==> src/rtl/flag_branch_unit_pkg.sv <==
// Shared CPU definitions for the flag/branch unit: condition codes and redirect FSM encoding.
package flag_branch_unit_pkg;

    localparam logic [2:0] COND_NEQ    = 3'b000;
    localparam logic [2:0] COND_EQ     = 3'b001;
    localparam logic [2:0] COND_GT     = 3'b010;
    localparam logic [2:0] COND_LT     = 3'b011;
    localparam logic [2:0] COND_GTE    = 3'b100;
    localparam logic [2:0] COND_LTE    = 3'b101;
    localparam logic [2:0] COND_OVFL   = 3'b110;
    localparam logic [2:0] COND_UNCOND = 3'b111;

    typedef enum logic {
        ST_IDLE = 1'b0,
        ST_PEND = 1'b1
    } br_state_e;

endpackage

==> src/rtl/br_cond_eval.sv <==
// Combinational branch condition evaluator; flags are packed {zr, neg, ov}.
module br_cond_eval
    import flag_branch_unit_pkg::*;
(
    input  logic [2:0] flags,
    input  logic [2:0] cond,
    output logic       taken
);

    logic zr;
    logic neg;
    logic ov;

    assign zr  = flags[2];
    assign neg = flags[1];
    assign ov  = flags[0];

    always_comb begin
        taken = 1'b0;
        case (cond)
            COND_NEQ:    taken = ~zr;
            COND_EQ:     taken = zr;
            COND_GT:     taken = ~zr & ~neg;
            COND_LT:     taken = neg;
            COND_GTE:    taken = ~neg | zr;
            COND_LTE:    taken = neg | zr;
            COND_OVFL:   taken = ov;
            COND_UNCOND: taken = 1'b1;
            default:     taken = 1'b0;
        endcase
    end

endmodule

==> src/rtl/flag_branch_unit.sv <==
// Committed ALU flags plus a single-entry branch resolver that holds a taken redirect until fetch acks it.
// Handshakes: br_valid/br_ready accept on an edge when both high and not stalled/flushed; redir_valid holds until redir_ack.
module flag_branch_unit
    import flag_branch_unit_pkg::*;
#(
    parameter int PC_W  = 16,
    parameter int OFF_W = 9
) (
    input  logic             clk,
    input  logic             rst_n,
    input  logic             alu_zr,
    input  logic             alu_neg,
    input  logic             alu_ov,
    input  logic             upd_all,
    input  logic             upd_z,
    input  logic             stall,
    input  logic             flush,
    input  logic             br_valid,
    output logic             br_ready,
    input  logic [2:0]       br_cond,
    input  logic [OFF_W-1:0] br_off,
    input  logic [PC_W-1:0]  pc_plus1,
    output logic             redir_valid,
    input  logic             redir_ack,
    output logic [PC_W-1:0]  redir_pc,
    output logic             br_resolved,
    output logic             br_taken,
    output logic [2:0]       flags_q
);

    br_state_e       state;
    logic [2:0]      flags_next;
    logic            accept;
    logic            cond_taken;
    logic [PC_W-1:0] off_ext;
    logic [PC_W-1:0] target;

    // The value flags_q will take at this edge; also the bypass source for evaluation.
    always_comb begin
        flags_next = flags_q;
        if (!stall) begin
            if (upd_all) begin
                flags_next = {alu_zr, alu_neg, alu_ov};
            end else if (upd_z) begin
                flags_next = {alu_zr, flags_q[1:0]};
            end
        end
    end

    assign br_ready    = (state == ST_IDLE);
    assign redir_valid = (state == ST_PEND);
    assign accept      = br_valid & br_ready & ~stall & ~flush;
    assign off_ext     = {{(PC_W-OFF_W){br_off[OFF_W-1]}}, br_off};
    assign target      = pc_plus1 + off_ext;

    br_cond_eval u_cond_eval (
        .flags (flags_next),
        .cond  (br_cond),
        .taken (cond_taken)
    );

    always_ff @(posedge clk or negedge rst_n) begin
        if (!rst_n) begin
            state       <= ST_IDLE;
            flags_q     <= 3'b000;
            redir_pc    <= '0;
            br_resolved <= 1'b0;
            br_taken    <= 1'b0;
        end else begin
            flags_q     <= flags_next;
            br_resolved <= accept;
            if (accept) begin
                br_taken <= cond_taken;
            end
            case (state)
                ST_IDLE: begin
                    if (accept && cond_taken) begin
                        state    <= ST_PEND;
                        redir_pc <= target;
                    end
                end
                ST_PEND: begin
                    // Flush and ack both retire the redirect; stall has no say here.
                    if (flush || redir_ack) begin
                        state <= ST_IDLE;
                    end
                end
                default: state <= ST_IDLE;
            endcase
        end
    end

endmodule

==> config.mk <==
export PLATFORM = sky130hd
export DESIGN_NAME = flag_branch_unit
export DESIGN_NICKNAME = d
export VERILOG_FILES = /design/src/rtl/flag_branch_unit_pkg.sv /design/src/rtl/br_cond_eval.sv /design/src/rtl/flag_branch_unit.sv
export SDC_FILE = /design/constraint.sdc
export NUM_CORES = 1
export LEC_CHECK = 0
export CORE_MARGIN = 2
export CORE_UTILIZATION = 45
export DETAILED_ROUTE_END_ITERATION = 8
export HOLD_SLACK_MARGIN = 0.05
export PLACE_DENSITY_LB_ADDON = 0.25
export SYNTH_ARGS = -nofsm -noshare
export SYNTH_HDL_FRONTEND = slang
export SYNTH_SLANG_ARGS = --single-unit
==> constraint.sdc <==
create_clock -name clk -period 2.2 [get_ports clk]
set_input_delay 0.55 -clock clk [delete_from_list [all_inputs] [get_ports clk]]
set_output_delay 0.55 -clock clk [all_outputs]
set_load 0.005 [all_outputs]
==> results of run 1 <==
==> registers in the layout, indices dropped and copies added (netlist names) <==
name	cells
br_resolved	1
redir_valid	1
br_taken	1
flags_q	3
redir_pc	16
==> power groups by stage <==
stage	combinational [mW]	sequential (mW)	clock (mW)
2_1_floorplan	0.387	0.638	0
3_3_place_gp	0.913	0.627	0
3_5_place_dp	0.941	0.638	0
4_1_cts	1.02	0.634	0.402
5_1_grt	1.15	0.652	0.417
6_report	1.08	0.634	0.404
==> per-layer routing <==
layer | global-route usage [%] | share of wire [%] | vias to the layer above
li1 | - | - | 830
met1 | 30.07 | 44 | 880
met2 | 44.72 | 52 | 41
met3 | 1.389 | 2.7 | 9
met4 | 10.37 | 1.7 | 0
met5 | 0 | 0 | -
==> worst max-delay path: cells and delay by family <==
family                   cells  cell delay (ns)
multiplexers                 1             0.18
adder cells (fa/ha/maj)      1             0.33
AND/OR/NAND/NOR              1             0.57
buffers and inverters        1             0.41
AO/OA/AOI/OAI                3             0.41
==> placed cells by master, fill, tap and decap left out, drive strengths merged, types with 3 or more instances in the layout <==
master         instances
dfrtp                 22
nand3                  3
xnor2                  7
a21oi                 14
mux2                  17
dlymetal6s2s           3
inv                    8
nand2                  9
ha                    15
clkdlybuf4s50         38
o211ai                 3
buf                   59
o21ai                 11
nor2                   5
dlygate4sd2            9
mux2i                  3
a21o                   5
a211oi                 5
xor2                   5
clkbuf                 5
==> repair_timing <==
item                       CTS  global route
gates resized for setup     67            27
setup endpoints to repair   17            15
pin swaps                   19            16
setup buffers                7             3
==> stage by stage <==
stage,cells,power [mW],hold slack (ns),area (um^2)
after floorplan,160,1.025,0.2544,1747
after global placement,308,1.540,0.4903,2710
after detailed placement,308,1.579,0.4963,2710
after CTS,319,2.059,0.5165,2929
after global routing,322,2.219,0.5293,3034
final,322,2.114,0.5195,3034
==> layout make-up <==
class / count / area [um^2] / area share, %
repair buffers: 113 / 980.9 / 32.33
well taps: 48 / 60.06 / 1.979
inverters: 8 / 30.03 / 0.9897
clock inverters: 1 / 30.03 / 0.9897
multi-input cells: 127 / 1341 / 44.21
flip-flops and latches: 22 / 550.5 / 18.14
clock buffers: 3 / 41.29 / 1.361
==> cells by family (layout without fill, tap and decap cells) <==
| family | Yosys count | count (layout) |
|---|---|---|
| adders and majority gates | 16 | 16 |
| DFF | 22 | 22 |
| xor gates and xnor gates | 12 | 12 |
| buffers and inverters | 11 | 125 |
| and+or+nand+nor | 28 | 28 |
| muxes | 20 | 20 |
| AOI/OAI and AO/OA | 51 | 51 |
==> how the worst min path moves through the flow <==
| stage | from | end |
|---|---|---|
| 2_1_floorplan | rst_n | br_resolved$_DFF_PN0_ |
| 3_3_place_gp | redir_pc[3]$_DFFE_PN0P_ | redir_pc[3]$_DFFE_PN0P_ |
| 3_5_place_dp | redir_pc[6]$_DFFE_PN0P_ | redir_pc[6]$_DFFE_PN0P_ |
| 4_1_cts | redir_pc[9]$_DFFE_PN0P_ | redir_pc[9]$_DFFE_PN0P_ |
| 5_1_grt | redir_pc[6]$_DFFE_PN0P_ | redir_pc[6]$_DFFE_PN0P_ |
| 6_report | redir_pc[9]$_DFFE_PN0P_ | redir_pc[9]$_DFFE_PN0P_ |
==> summary.txt, run 1 <==
Status = finished, violations left
Cell with the biggest individual delay on the critical path = sky130_fd_sc_hd__or4_4
R2R Setup Slk = 0.28 ns
Data arrival time at the worst-slack endpoint = 2.46 ns
Top cells by count, synth = sky130_fd_sc_hd__dfrtp_1 (22), sky130_fd_sc_hd__ha_1 (15), sky130_fd_sc_hd__a21oi_1 (14)
Worst skew pair latency = 0.28 ns
Achievable Freq = 447.4 MHz
Top-count cell post-synth = sky130_fd_sc_hd__dfrtp_1
Critical path required time = 2.43 ns
Cell types with the largest area share after synthesis = sky130_fd_sc_hd__dfrtp_1 (33%), sky130_fd_sc_hd__ha_1 (11%), sky130_fd_sc_hd__mux2_4 (8.1%), sky130_fd_sc_hd__mux2_2 (5.4%), sky130_fd_sc_hd__a21oi_1 (4.2%)
Final hold viol count = 0
Multiplexer area fraction after synthesis = 15.30%
Clk sink count = 22
Basic-gate share of the synthesized area counting and, or, nand and nor cells = 8.402%
Vias in the first global route = 1821
Adder-cell area share of the yosys netlist = 12.45%
Minimum period implied by the final worst setup slack = 2.235 ns
Fin nets = 330
Die area = 4209 um^2
Nets in the synthesized netlist = 215
Slew @ Worst Pin = 0.4392 ns
Initial antenna violation count = 0
Share of the cycle needed by the critical path after routing = 101.6%
Worst r2r dst = redir_pc[5]$_DFFE_PN0P_
Height of the chip = 64.88 um
Worst hold path stage count = 1
Grt total ovfl = 0
Pin count of the biggest net entering global routing = 23
Starting density of the core = 46.25%
Place WS = -0.7470 ns
Clock slew at reported path FFs = 0.09 ns
Buffers from clock root to sink, at most = 2
List of cells traversed by the critical path = clkdlybuf4s50_1, ha_1, a21oi_1, o21ai_0, or4_4, o311ai_4, mux2_4
Layout Utilization = 84.14%
IR Drop Worst-Case VDD = 448.9 uV
Port-buffer cells = 61
Timing startpoint of the critical path = pc_plus1[9]
Number of warnings reported in the yosys synthesis log = 0
Reported net switching power = 0.6239 mW
Share of layout cells above drive strength 1 = 41.97%
Synth Area in Compound Gates = 21.38%
CTS buffer count = 3
Number of vias after detailed routing = 1760
Count of routing violations after the opening detailed-route iteration = 91
Number of enable flip-flop cells after synthesis = 0
Post-DR vias/cell = 5.466
Final Max Slew Viols = 0
Depth of the worst register-to-register path = 5
Horizontal extent of the die = 64.88 um
Sequential area share after synthesis = 33.01%
Post-DP HPWL = 3.800 mm
Netlist area before placement = 1668 um^2
Fraction of power consumed by sequential logic = 30.0%
Part of the total power dissipated in combinational logic = 50.9%
Most used flip-flop cell after synthesis = sky130_fd_sc_hd__dfrtp_1
Max Cap Viol = 0
Row count = 22
Class of the most critical setup path = input pin to flop
Maximum level of the CTS H-tree = 1
Hold/Removal Path Class = flop to flop
Top-level port count = 62
Violated checks = negative setup slack
Share of the synthesized netlist area taken by xor and xnor gates = 6.302%
Leakage = 1.409 nW
Post-route antenna net violation count = 0
Wire length per cell after detailed routing = 15.89 um
Global Route Usage Sum = 24.65%
CP startpoint kind = input pin
Area fraction of the dominant cell type after synthesis = 33.01%
Clock Tree Root = sky130_fd_sc_hd__clkbuf_8
Maximum fanout encountered on the critical timing path = 4
Slack of the critical path = -0.03513 ns
Total length of routed wires = 5.117 mm
Clock network fraction of design power = 19.1%
ANT cells = 0
Post-Synthesis Cells = 160
Wire length of the first global-routing pass = 8.176 mm
Stage delay of the slowest cell on the critical path = 0.57 ns
Netlist cell types = 41
First drt pass iteration count = 4
Area grow syn2layout = 81.92%
Sw Share = 29.52%
Area leader, netlist = sky130_fd_sc_hd__dfrtp_1
Global placement routability congestion = 0.8833
Critical path capture point type = flop
Power Internal = 1.490 mW
Avg Cell Area, Syn = 10.42 um^2
Setup repair after global routing missed its margin = yes
Cts-stage hold buffer count = 0
Core Region = 3606 um^2
CTS tree = done
Normalized max-slew margin = 70.41%
Post-synthesis register bit count = 22
Main combinational cell family by area after synthesis = compound AO/OA/AOI/OAI gates
Cell area power density = 696.6 nW/um^2
Setup-violating endpoint count in the final report = 3
Aggregate negative setup slack = -0.06294 ns
Worst reg2reg startpoint = flags_q[0]$_DFF_PN0_
Skew final = 0.004425 ns
End point of the critical path = redir_pc[12]$_DFFE_PN0P_
Filler cells = 226
Async S/R FF share, synth = 100.0%
Drc violations = 0
No activity file was read; power rests on OpenSTA's default activity.
==> run 2, diff against run 1 <==
Settings changed: ABC_AREA set to 0, CORE_MARGIN 2 to unset.
==> run 2 against run 1 <==
  * The run still ends with negative setup slack left
  * Via count rose by 27%
  * Register-to-register slack got worse by 0.27 ns
  * Die area fell by 6.1%
  * Critical path depth did not move
  * Global-route usage rose by 12 points
  * Worst hold slack improved by 0.014 ns
  * Setup slack got worse by 0.22 ns
  * Utilization rose by 7.2 points
  * Clock-buffer cell count did not move
  * Non-clock buffer count fell by 2
==> summary.txt, run 2 (synthesis gave the netlist of run 1 again) <==
Data arrival time at the worst-slack endpoint = 2.63 ns
Top-level port count = 62
Met3 WL post-DR = 1.079 mm
List of cells traversed by the critical path = clkdlybuf4s50_1, nor4b_1, buf_4, o311ai_4, buf_6, buf_12, mux2_4
Global Route Usage Sum = 36.67%
CTS tree = done
Clk sink count = 22
Final hold viol count = 0
Setup repair after global routing missed its margin = yes
First drt pass iteration count = 5
Buffers from clock root to sink, at most = 2
Critical path capture point type = flop
Cts-stage hold buffer count = 0
Clock network fraction of design power = 18.0%
Maximum level of the CTS H-tree = 1
Met2 Wirelength = 4.359 mm
Total non-filler cell area in the finished layout = 3143 um^2
Minimum period implied by the final worst setup slack = 2.460 ns
Max Cap Viol = 0
CP startpoint kind = input pin
Row count = 21
Class of the most critical setup path = input pin to flop
Clock Tree Root = sky130_fd_sc_hd__clkbuf_8
Critical path required time = 2.37 ns
Leakage = 1.439 nW
Final Max Slew Viols = 0
Skew final = 0.006619 ns
Place WS = -0.7114 ns
Grt total ovfl = 0
Violated checks = negative setup slack
Reported net switching power = 0.8320 mW
Slack of the critical path = -0.2597 ns
Share of the cycle needed by the critical path after routing = 111.8%
Fin nets = 328
Fraction of power consumed by sequential logic = 28.7%
Die area = 3954 um^2
CTS buffer count = 3
Horizontal extent of the die = 62.88 um
Wire length of the first global-routing pass = 10.78 mm
Part of the total power dissipated in combinational logic = 53.3%
Initial antenna violation count = 1
Clock slew at reported path FFs = 0.11 ns
Regs by FF count = redir_pc x16, flags_q x3
Post-DP HPWL = 3.656 mm
Core Region = 3442 um^2
Total length of routed wires = 9.553 mm
Normalized max-slew margin = 59.48%
Power Internal = 1.518 mW
Stage delay of the slowest cell on the critical path = 0.53 ns
Vias in the first global route = 2039
Flip-flop count of the largest register after layout = 16
Cell area power density = 747.8 nW/um^2
Highest metal layer used by the detailed router = met4
Port-buffer cells = 61
Leading cell type in the layout, fill and taps excluded = sky130_fd_sc_hd__buf_4
Global placement routability congestion = 0.8553
Status = finished, violations left
Number of vias after detailed routing = 2235
Wire length per cell after detailed routing = 29.95 um
Non-filler cells in the finished layout = 319
Sw Share = 35.40%
Worst skew pair latency = 0.29 ns
Top register by number of flip-flops = redir_pc
Height of the chip = 62.88 um
Maximum fanout encountered on the critical timing path = 5
Starting density of the core = 48.46%
Drc violations = 0
Pin count of the biggest net entering global routing = 23
Filler cells = 130
Number of cells in the design after placement = 299
Post-Place Cell Area = 2668 um^2
Cell with the biggest individual delay on the critical path = sky130_fd_sc_hd__clkdlybuf4s50_1
Setup-violating endpoint count in the final report = 17
Achievable Freq = 406.5 MHz
Met1 routed wirelength after detailed routing = 3.018 mm
Post-route antenna net violation count = 0
Area grow syn2layout = 88.45%
Slew @ Worst Pin = 0.5994 ns
Post-DR vias/cell = 7.006
Count of routing violations after the opening detailed-route iteration = 280
Highest-count cells in the layout ignoring fill and taps = sky130_fd_sc_hd__buf_4 (41), sky130_fd_sc_hd__clkdlybuf4s50_1 (36), sky130_fd_sc_hd__dfrtp_1 (22)
Share of layout cells above drive strength 1 = 47.06%
IR Drop Worst-Case VDD = 388.6 uV
Aggregate negative setup slack = -3.808 ns
Hold/Removal Path Class = flop to flop
[run 2: metrics by stage]
stage               hold WS (ns)  total power [mW]  utilization (%)
CTS                       0.5145             2.049            86.22
finish                    0.5331             2.350            91.31
floorplan                 0.2544             1.025                -
global route              0.5489             2.410            91.31
detailed placement        0.4945             1.571            77.50
global placement          0.4889             1.525            77.50
[run 2: worst paths after layout]
check | startpoint | to | slack [ns] | depth (start not counted)
max | br_valid | redir_pc[9]$_DFFE_PN0P_ | -0.26 | 7
min | redir_pc[12]$_DFFE_PN0P_ | redir_pc[12]$_DFFE_PN0P_ | 0.53 | 1
max reg2reg | flags_q[1]$_DFF_PN0_ | redir_pc[9]$_DFFE_PN0P_ | 0.01 | 7
min reg2reg | redir_pc[12]$_DFFE_PN0P_ | redir_pc[12]$_DFFE_PN0P_ | 0.53 | 1
max in group asynchronous | rst_n | redir_pc[12]$_DFFE_PN0P_ | 1.31 | 2
min in group asynchronous | rst_n | redir_pc[0]$_DFFE_PN0P_ | 0.64 | 2
[run 2: layer usage]
metal | vias to the layer above | track usage (%)
met5 | - | 0
met1 | 1011 | 37.50
li1 | 823 | -
met3 | 119 | 5.292
met2 | 282 | 69.49
met4 | 0 | 21.22
[run 2: worst max-delay path: cells and delay by family]
| kind | cells | cell delay, ns |
|---|---|---|
| AOI/OAI and AO/OA | 1 | 0.13 |
| muxes | 1 | 0.32 |
| and+or+nand+nor | 1 | 0.53 |
| buffers and inverters | 4 | 1.09 |
[run 2: cell type report]
| cell class | count | area (um^2) | share of cell area [%] |
|---|---|---|---|
| multi-input combinational | 127 | 1404 | 44.67 |
| timing repair buffer | 111 | 1027 | 32.68 |
| sequential | 22 | 550.5 | 17.52 |
| tap | 46 | 57.56 | 1.831 |
| clock buffer | 3 | 41.29 | 1.314 |
| clock inverter | 1 | 30.03 | 0.9554 |
| inverter | 8 | 30.03 | 0.9554 |
| antenna | 1 | 2.502 | 0.07962 |
[run 2: power by group through the flow]
stage / logic (mW) / registers, mW / clock network [mW]
after CTS: 1.03 / 0.634 / 0.386
final: 1.25 / 0.674 / 0.423
after detailed placement: 0.935 / 0.636 / 0
after floorplan: 0.387 / 0.638 / 0
after global routing: 1.30 / 0.682 / 0.426
after global placement: 0.900 / 0.625 / 0
[run 2: timing repair]
item,CTS,global route
resized for setup,76,51
cloned,2,0
pin swaps,17,23
buffers inserted,12,4
setup endpoints to repair,18,16
